$ cat src/rtl/pll_phase_sequencer.sv
// PLL dynamic phase-shift sequencer: drives PHASESEL/PHASEDIR/PHASESTEP, then waits for relock.
// Define PLL_PHASE_TRACK_EN to build per-output signed step-offset tracking on phase_ofs.
module pll_phase_sequencer #(
    parameter int unsigned SETUP_CYC    = 4,
    parameter int unsigned PULSE_CYC    = 4,
    parameter int unsigned GAP_CYC      = 8,
    parameter int unsigned LOCK_TIMEOUT = 1023
) (
    input  logic       clock,
    input  logic       reset,
    input  logic       pll_locked,
    input  logic       req_valid,
    output logic       req_ready,
    input  logic [1:0] req_sel,
    input  logic       req_dir,
    input  logic [3:0] req_count,
    output logic [1:0] phasesel,
    output logic       phasedir,
    output logic       phasestep,
    output logic       busy,
    output logic       done,
    output logic       err,
    input  logic [1:0] rd_sel,
    output logic [7:0] phase_ofs
);
    localparam int unsigned TMR_W = 16;
    localparam int unsigned CNT_W = 4;
    localparam int unsigned OFS_W = 8;

    typedef enum logic [2:0] {
        ST_IDLE,
        ST_SETUP,
        ST_PULSE,
        ST_GAP,
        ST_LOCKWAIT
    } state_e;

    state_e           state_q, state_d;
    logic [TMR_W-1:0] tmr_q, tmr_d;
    logic [CNT_W-1:0] rem_q, rem_d;
    logic [1:0]       sel_q, sel_d;
    logic             dir_q, dir_d;
    logic             step_q, step_d;
    logic             busy_q, busy_d;
    logic             done_q, done_d;
    logic             err_q, err_d;
    logic             accept_c;
    logic             pulse_done_c;
    logic             lock_lost_c;

    // Ready is gated by the pulse flags so a done/err cycle never overlaps a new accept.
    assign req_ready = ~reset & (state_q == ST_IDLE) & pll_locked & ~done_q & ~err_q;
    assign accept_c  = req_valid & req_ready;
    assign lock_lost_c = ~pll_locked & (state_q inside {ST_SETUP, ST_PULSE, ST_GAP});

    always_comb begin
        state_d      = state_q;
        tmr_d        = tmr_q;
        rem_d        = rem_q;
        sel_d        = sel_q;
        dir_d        = dir_q;
        step_d       = step_q;
        done_d       = 1'b0;
        err_d        = 1'b0;
        pulse_done_c = 1'b0;
        case (state_q)
            ST_IDLE: begin
                step_d = 1'b1;
                if (accept_c) begin
                    sel_d = req_sel;
                    dir_d = req_dir;
                    rem_d = req_count;
                    if (req_count == '0) begin
                        done_d = 1'b1;
                    end else begin
                        state_d = ST_SETUP;
                        tmr_d   = TMR_W'(SETUP_CYC - 1);
                    end
                end
            end
            ST_SETUP: begin
                if (tmr_q == '0) begin
                    state_d = ST_PULSE;
                    step_d  = 1'b0;
                    tmr_d   = TMR_W'(PULSE_CYC - 1);
                end else begin
                    tmr_d = tmr_q - 1'b1;
                end
            end
            ST_PULSE: begin
                if (tmr_q == '0) begin
                    pulse_done_c = 1'b1;
                    state_d      = ST_GAP;
                    step_d       = 1'b1;
                    rem_d        = rem_q - 1'b1;
                    tmr_d        = TMR_W'(GAP_CYC - 1);
                end else begin
                    tmr_d = tmr_q - 1'b1;
                end
            end
            ST_GAP: begin
                if (tmr_q != '0) begin
                    tmr_d = tmr_q - 1'b1;
                end else if (rem_q == '0) begin
                    state_d = ST_LOCKWAIT;
                    tmr_d   = TMR_W'(LOCK_TIMEOUT - 1);
                end else begin
                    state_d = ST_PULSE;
                    step_d  = 1'b0;
                    tmr_d   = TMR_W'(PULSE_CYC - 1);
                end
            end
            ST_LOCKWAIT: begin
                if (pll_locked) begin
                    state_d = ST_IDLE;
                    done_d  = 1'b1;
                    tmr_d   = '0;
                end else if (tmr_q == '0) begin
                    state_d = ST_IDLE;
                    err_d   = 1'b1;
                end else begin
                    tmr_d = tmr_q - 1'b1;
                end
            end
            default: begin
                state_d = ST_IDLE;
                step_d  = 1'b1;
            end
        endcase
        // Lock loss mid-sequence abandons the remaining steps; a pulse finishing this edge still counts.
        if (lock_lost_c) begin
            state_d = ST_IDLE;
            step_d  = 1'b1;
            rem_d   = '0;
            tmr_d   = '0;
            err_d   = 1'b1;
        end
    end

    assign busy_d = (state_d != ST_IDLE);

    always_ff @(posedge clock or posedge reset) begin
        if (reset) begin
            state_q <= ST_IDLE;
            tmr_q   <= '0;
            rem_q   <= '0;
            sel_q   <= '0;
            dir_q   <= 1'b1;
            step_q  <= 1'b1;
            busy_q  <= 1'b0;
            done_q  <= 1'b0;
            err_q   <= 1'b0;
        end else begin
            state_q <= state_d;
            tmr_q   <= tmr_d;
            rem_q   <= rem_d;
            sel_q   <= sel_d;
            dir_q   <= dir_d;
            step_q  <= step_d;
            busy_q  <= busy_d;
            done_q  <= done_d;
            err_q   <= err_d;
        end
    end

    assign phasesel  = sel_q;
    assign phasedir  = dir_q;
    assign phasestep = step_q;
    assign busy      = busy_q;
    assign done      = done_q;
    assign err       = err_q;

`ifdef PLL_PHASE_TRACK_EN
    localparam logic [OFS_W-1:0] OFS_MAX = 8'h7F;
    localparam logic [OFS_W-1:0] OFS_MIN = 8'h80;

    logic [3:0][OFS_W-1:0] ofs_q;
    logic [OFS_W-1:0]      phase_ofs_q;

    // Saturating per-output offset, advanced once per completed low pulse.
    always_ff @(posedge clock or posedge reset) begin
        if (reset) begin
            ofs_q       <= '0;
            phase_ofs_q <= '0;
        end else begin
            if (pulse_done_c) begin
                if (dir_q && (ofs_q[sel_q] != OFS_MAX)) begin
                    ofs_q[sel_q] <= ofs_q[sel_q] + 8'd1;
                end else if (!dir_q && (ofs_q[sel_q] != OFS_MIN)) begin
                    ofs_q[sel_q] <= ofs_q[sel_q] - 8'd1;
                end
            end
            phase_ofs_q <= ofs_q[rd_sel];
        end
    end

    assign phase_ofs = phase_ofs_q;
`else
    logic unused_track;
    assign unused_track = ^{rd_sel, pulse_done_c};
    assign phase_ofs    = '0;
`endif

endmodule

$ cat config.mk
export PLATFORM = sky130hd
export DESIGN_NAME = pll_phase_sequencer
export DESIGN_NICKNAME = d
export VERILOG_FILES = /design/src/rtl/pll_phase_sequencer.sv
export SDC_FILE = /design/constraint.sdc
export NUM_CORES = 1
export LEC_CHECK = 0
export ABC_AREA = 1
export CAP_MARGIN = 20
export CORE_AREA = 2 2 74 76
export DETAILED_ROUTE_END_ITERATION = 10
export DIE_AREA = 0 0 76 78
export PLACE_DENSITY = 0.72
export SYNTH_ARGS = -nofsm -noshare
export SYNTH_HDL_FRONTEND = slang
export SYNTH_SLANG_ARGS = --single-unit
$ cat constraint.sdc
create_clock -name clock -period 2.5 [get_ports clock]
set_input_delay 0.375 -clock clock [delete_from_list [all_inputs] [get_ports clock]]
set_output_delay 0.375 -clock clock [all_outputs]
set_load 0.05 [all_outputs]
==> reports/summary.md <==
Finish
• **share of final-layout standard cells stronger than drive strength 1** 12.4%
• **synthesis-to-layout area growth** 17.0%
• **leading cell type in the layout, fill and taps excluded** nand2_1
• **finished layout cell area** 2470 µm²
• **net count of the finished layout** 338
• **commonest cells after routing, fill and taps aside** 83 x nand2_1, 39 x nor2_1, 31 x inv_1, 28 x dfrtp_1, 19 x nand3_1
• **number of filler cells placed in the layout** 494
• **count of inserted antenna diode cells** 0

Clock tree
• **TritonCTS clock tree** built
• **Post-CTS Resized** 0
• **number of buffers inserted by post-CTS setup repair** 0
• **CTS H-tree depth** 2
• **number of buffers on the longest clock path** 2
• **Reg clk slew, reported paths** 0.07 ns
• **number of buffers created by CTS** 5
• **sink count of the clock tree** 30
• **clock root buffer master** clkbuf_8
• **hold_buf cts** 0
• **clock latency on the worst-skew pair** 0.29 ns

STA
• **Setup Viol. Count Final** 0
• **share of the clock period used by the worst path** 82.6%
• **Max Slew Vio Count** 0
• **worst-case clock skew** 0.0108 ns
• **fmax** 484 MHz
• **total negative setup slack** 0 ns
• **slew at the pin closest to its max-slew limit** 0.639 ns
• **Worst Hold Slack** 0.495 ns
• **relative slew slack** 57.4%
• **post-layout worst setup margin** 0.435 ns
• **Period minus WS final** 2.07 ns
• **setup repair after global routing missed its margin** no
• **total count of hold-check failures in the final report** 0

GRT
• **first-pass GRT wire length** 8190 µm
• **global router's overall resource usage** 17.1%
• **grt total ovfl** 0
• **initial antenna violation count** 0
• **largest net degree at the start of global routing** 17
• **vias in the first global route** 1,862

Placement
• **worst slack after detailed placement** 0.347 ns
• **estimated wirelength of the detail-placed design** 3580 µm
• **number of I/O port buffers** 18
• **Placer Congestion** 0.873
• **instance area after placement** 2380 µm²

Power and ir drop
• **Lkg Pwr** 0.00130 µW
• **peak ir drop on the vdd network** 0.000719 V
• **Pwr Total** 2980 µW
• **total power divided by cell area** 1210 nW/µm²

Yosys
• **simple logic cell fraction of the synthesized area** 37.6%
• **cell types with the largest area share after synthesis** dfrtp_1 33%, nand2_1 15%, nor2_1 6.9%
• **dominant combinational cell family by area after synthesis** simple AND/OR/NAND/NOR gates
• **multiplexer share of the synthesized area** 1.60%
• **synthesized area per cell** 7.14 µm²
• **part of the Yosys area used for sequential elements** 35.6%
• **post-synthesis share of cell area spent on full adders, half adders and majority gates** 1.78%
• **number of warning messages in the yosys log** 0
• **area share of the largest cell type after synthesis** 33.1%
• **synthesized-area fraction occupied by xor and xnor cells** 3.73%
• **compound-cell area share of the yosys netlist** 9.76%
• **total of flip-flops plus latches after synthesis** 30
• **Yosys top cell by area** dfrtp_1
• **Cell Area, Synth** 2110 µm²
• **Synth Instances** 296
• **number of distinct library cells after synthesis** 34

Routing
• **average wire length per cell after detail routing** 11.9 µm
• **Initial DRC Count** 86
• **TritonRoute pass-1 iters** 4
• **remaining number of nets flagged by the antenna check after routing** 0
• **number of vias per cell after detailed routing** 4.86
• **via count of the routed design** 1,910
• **Post-Route WL** 4680 µm
• **number of DRC violations after detailed routing** 0

Floorplan
• **die extent in x** 76 µm
• **Die Outline Area** 5930 µm²
• **number of I/O pins** 29
• **effective utilization at floorplan** 41.9%
• **Die Span Y** 78 µm
• **std cell rows** 26
• **Floorplan Core Area** 5040 µm²

Worst setup path
• **maximum fanout along the worst path** 6
• **crit path capture type** output port
• **r2r endpoint** busy$_DFF_PP0_
• **cell count of the worst reg-to-reg path** 12
• **required time reported for the critical path endpoint** 2.12 ns
• **crit path DAT** 1.69 ns
• **startpoint kind of the worst setup timing path** primary input
• **critical path class** in -> out
• **worst reg2reg setup slack** 0.46 ns
• **Critical R2R Launch** tmr_q[0]$_DFFE_PP0P_

Run
• **Max-cap violations** 0

Run status
• **run status** finished clean

Hold path
• **type of the worst min-delay path** in -> async

## state kept, by name, indices dropped and copies added, names as in the netlist
register / count
state_q: 3
phasesel: 2
rem_q: 4
tmr_q: 16
phasestep: 1
busy: 1
err: 1
phasedir: 1
done: 1
## routing by layer
layer | GRT usage [%] | vias to the layer above | wire [µm]
met5 | 0 | - | 0
met4 | 8.18 | 0 | 72
met3 | 3.26 | 8 | 191
met2 | 29.3 | 46 | 2290
met1 | 20.9 | 876 | 2120
li1 | - | 980 | -
## final cells by class
| cell class | count | area (µm²) | area share (%) |
|---|---|---|---|
| clock buffers | 7 | 86.3 | 3.49 |
| clock inverters | 1 | 5.00 | 0.202 |
| inverters | 36 | 135 | 5.46 |
| multi-input cells | 228 | 1180 | 47.7 |
| flip-flops and latches | 30 | 753 | 30.5 |
| well taps | 70 | 87.6 | 3.54 |
| repair buffers | 21 | 225 | 9.10 |
## synthesized netlist by cell type
| master | number |
|---|---|
| nor3_2 | 1 |
| buf_6 | 1 |
| nor3_1 | 3 |
| dfrtp_1 | 28 |
| nand3_1 | 19 |
| nand2_1 | 83 |
| nand2_2 | 4 |
| o21bai_1 | 3 |
| xnor2_1 | 3 |
| nand3b_1 | 2 |
| nand3_2 | 3 |
| buf_4 | 8 |
| a21oi_1 | 5 |
| nand4_1 | 5 |
| nor3_4 | 1 |
| nand3_4 | 1 |
| o21bai_4 | 1 |
| inv_2 | 5 |
| nor4_1 | 1 |
| ha_1 | 3 |
| dfstp_2 | 2 |
| o211ai_1 | 2 |
| xor2_1 | 6 |
| and2_1 | 1 |
| a21oi_2 | 1 |
| inv_1 | 31 |
| nor2_2 | 2 |
| nor2_4 | 5 |
| mux2_2 | 3 |
| o21ai_0 | 18 |
| o21ai_1 | 4 |
| nor2_1 | 39 |
| conb_1 | 1 |
| o22ai_1 | 1 |
## power breakdown
| part | internal (µW) | switching [µW] | total (µW) |
|---|---|---|---|
| combinational | 633 | 1170 | 1810 |
| clock | 222 | 185 | 407 |
| sequential | 647 | 120 | 768 |
## stage by stage
step,cells,util [%]
after detailed placement,385,47.2
after floorplan,303,-
after global placement,385,47.2
final,393,49.1
after CTS,393,49.1
after global routing,393,49.1
## worst max path at each step
stage               cells past startpoint  slack (ns)                  from                 endpoint
global route                           11        0.31  tmr_q[0]$_DFFE_PP0P_     tmr_q[8]$_DFFE_PP0P_
finish                                  6        0.43            pll_locked                req_ready
detailed placement                      9        0.35            pll_locked     tmr_q[7]$_DFFE_PP0P_
CTS                                     6        0.44            pll_locked                req_ready
global placement                        9        0.37            pll_locked     tmr_q[9]$_DFFE_PP0P_
floorplan                               5        0.29         err$_DFF_PP0_  phasesel[0]$_DFFE_PP0P_
## critical path, stage by stage
cell and delay, ns:
clkdlybuf4s50_1 0.57, inv_2 0.11, nor2_1 0.10, nand2_1 0.10, nor2_1 0.26, buf_12 0.18
## logic make-up (layout without fill, tap and decap cells)
logic type	Yosys count	count (layout)
and+or+nand+nor	170	170
adders and majority gates	3	3
DFF	30	30
other	1	8
muxes	3	3
xor gates and xnor gates	9	9
buffers and inverters	45	65
AOI/OAI and AO/OA	35	35
No activity file was read; power rests on OpenSTA's default activity.
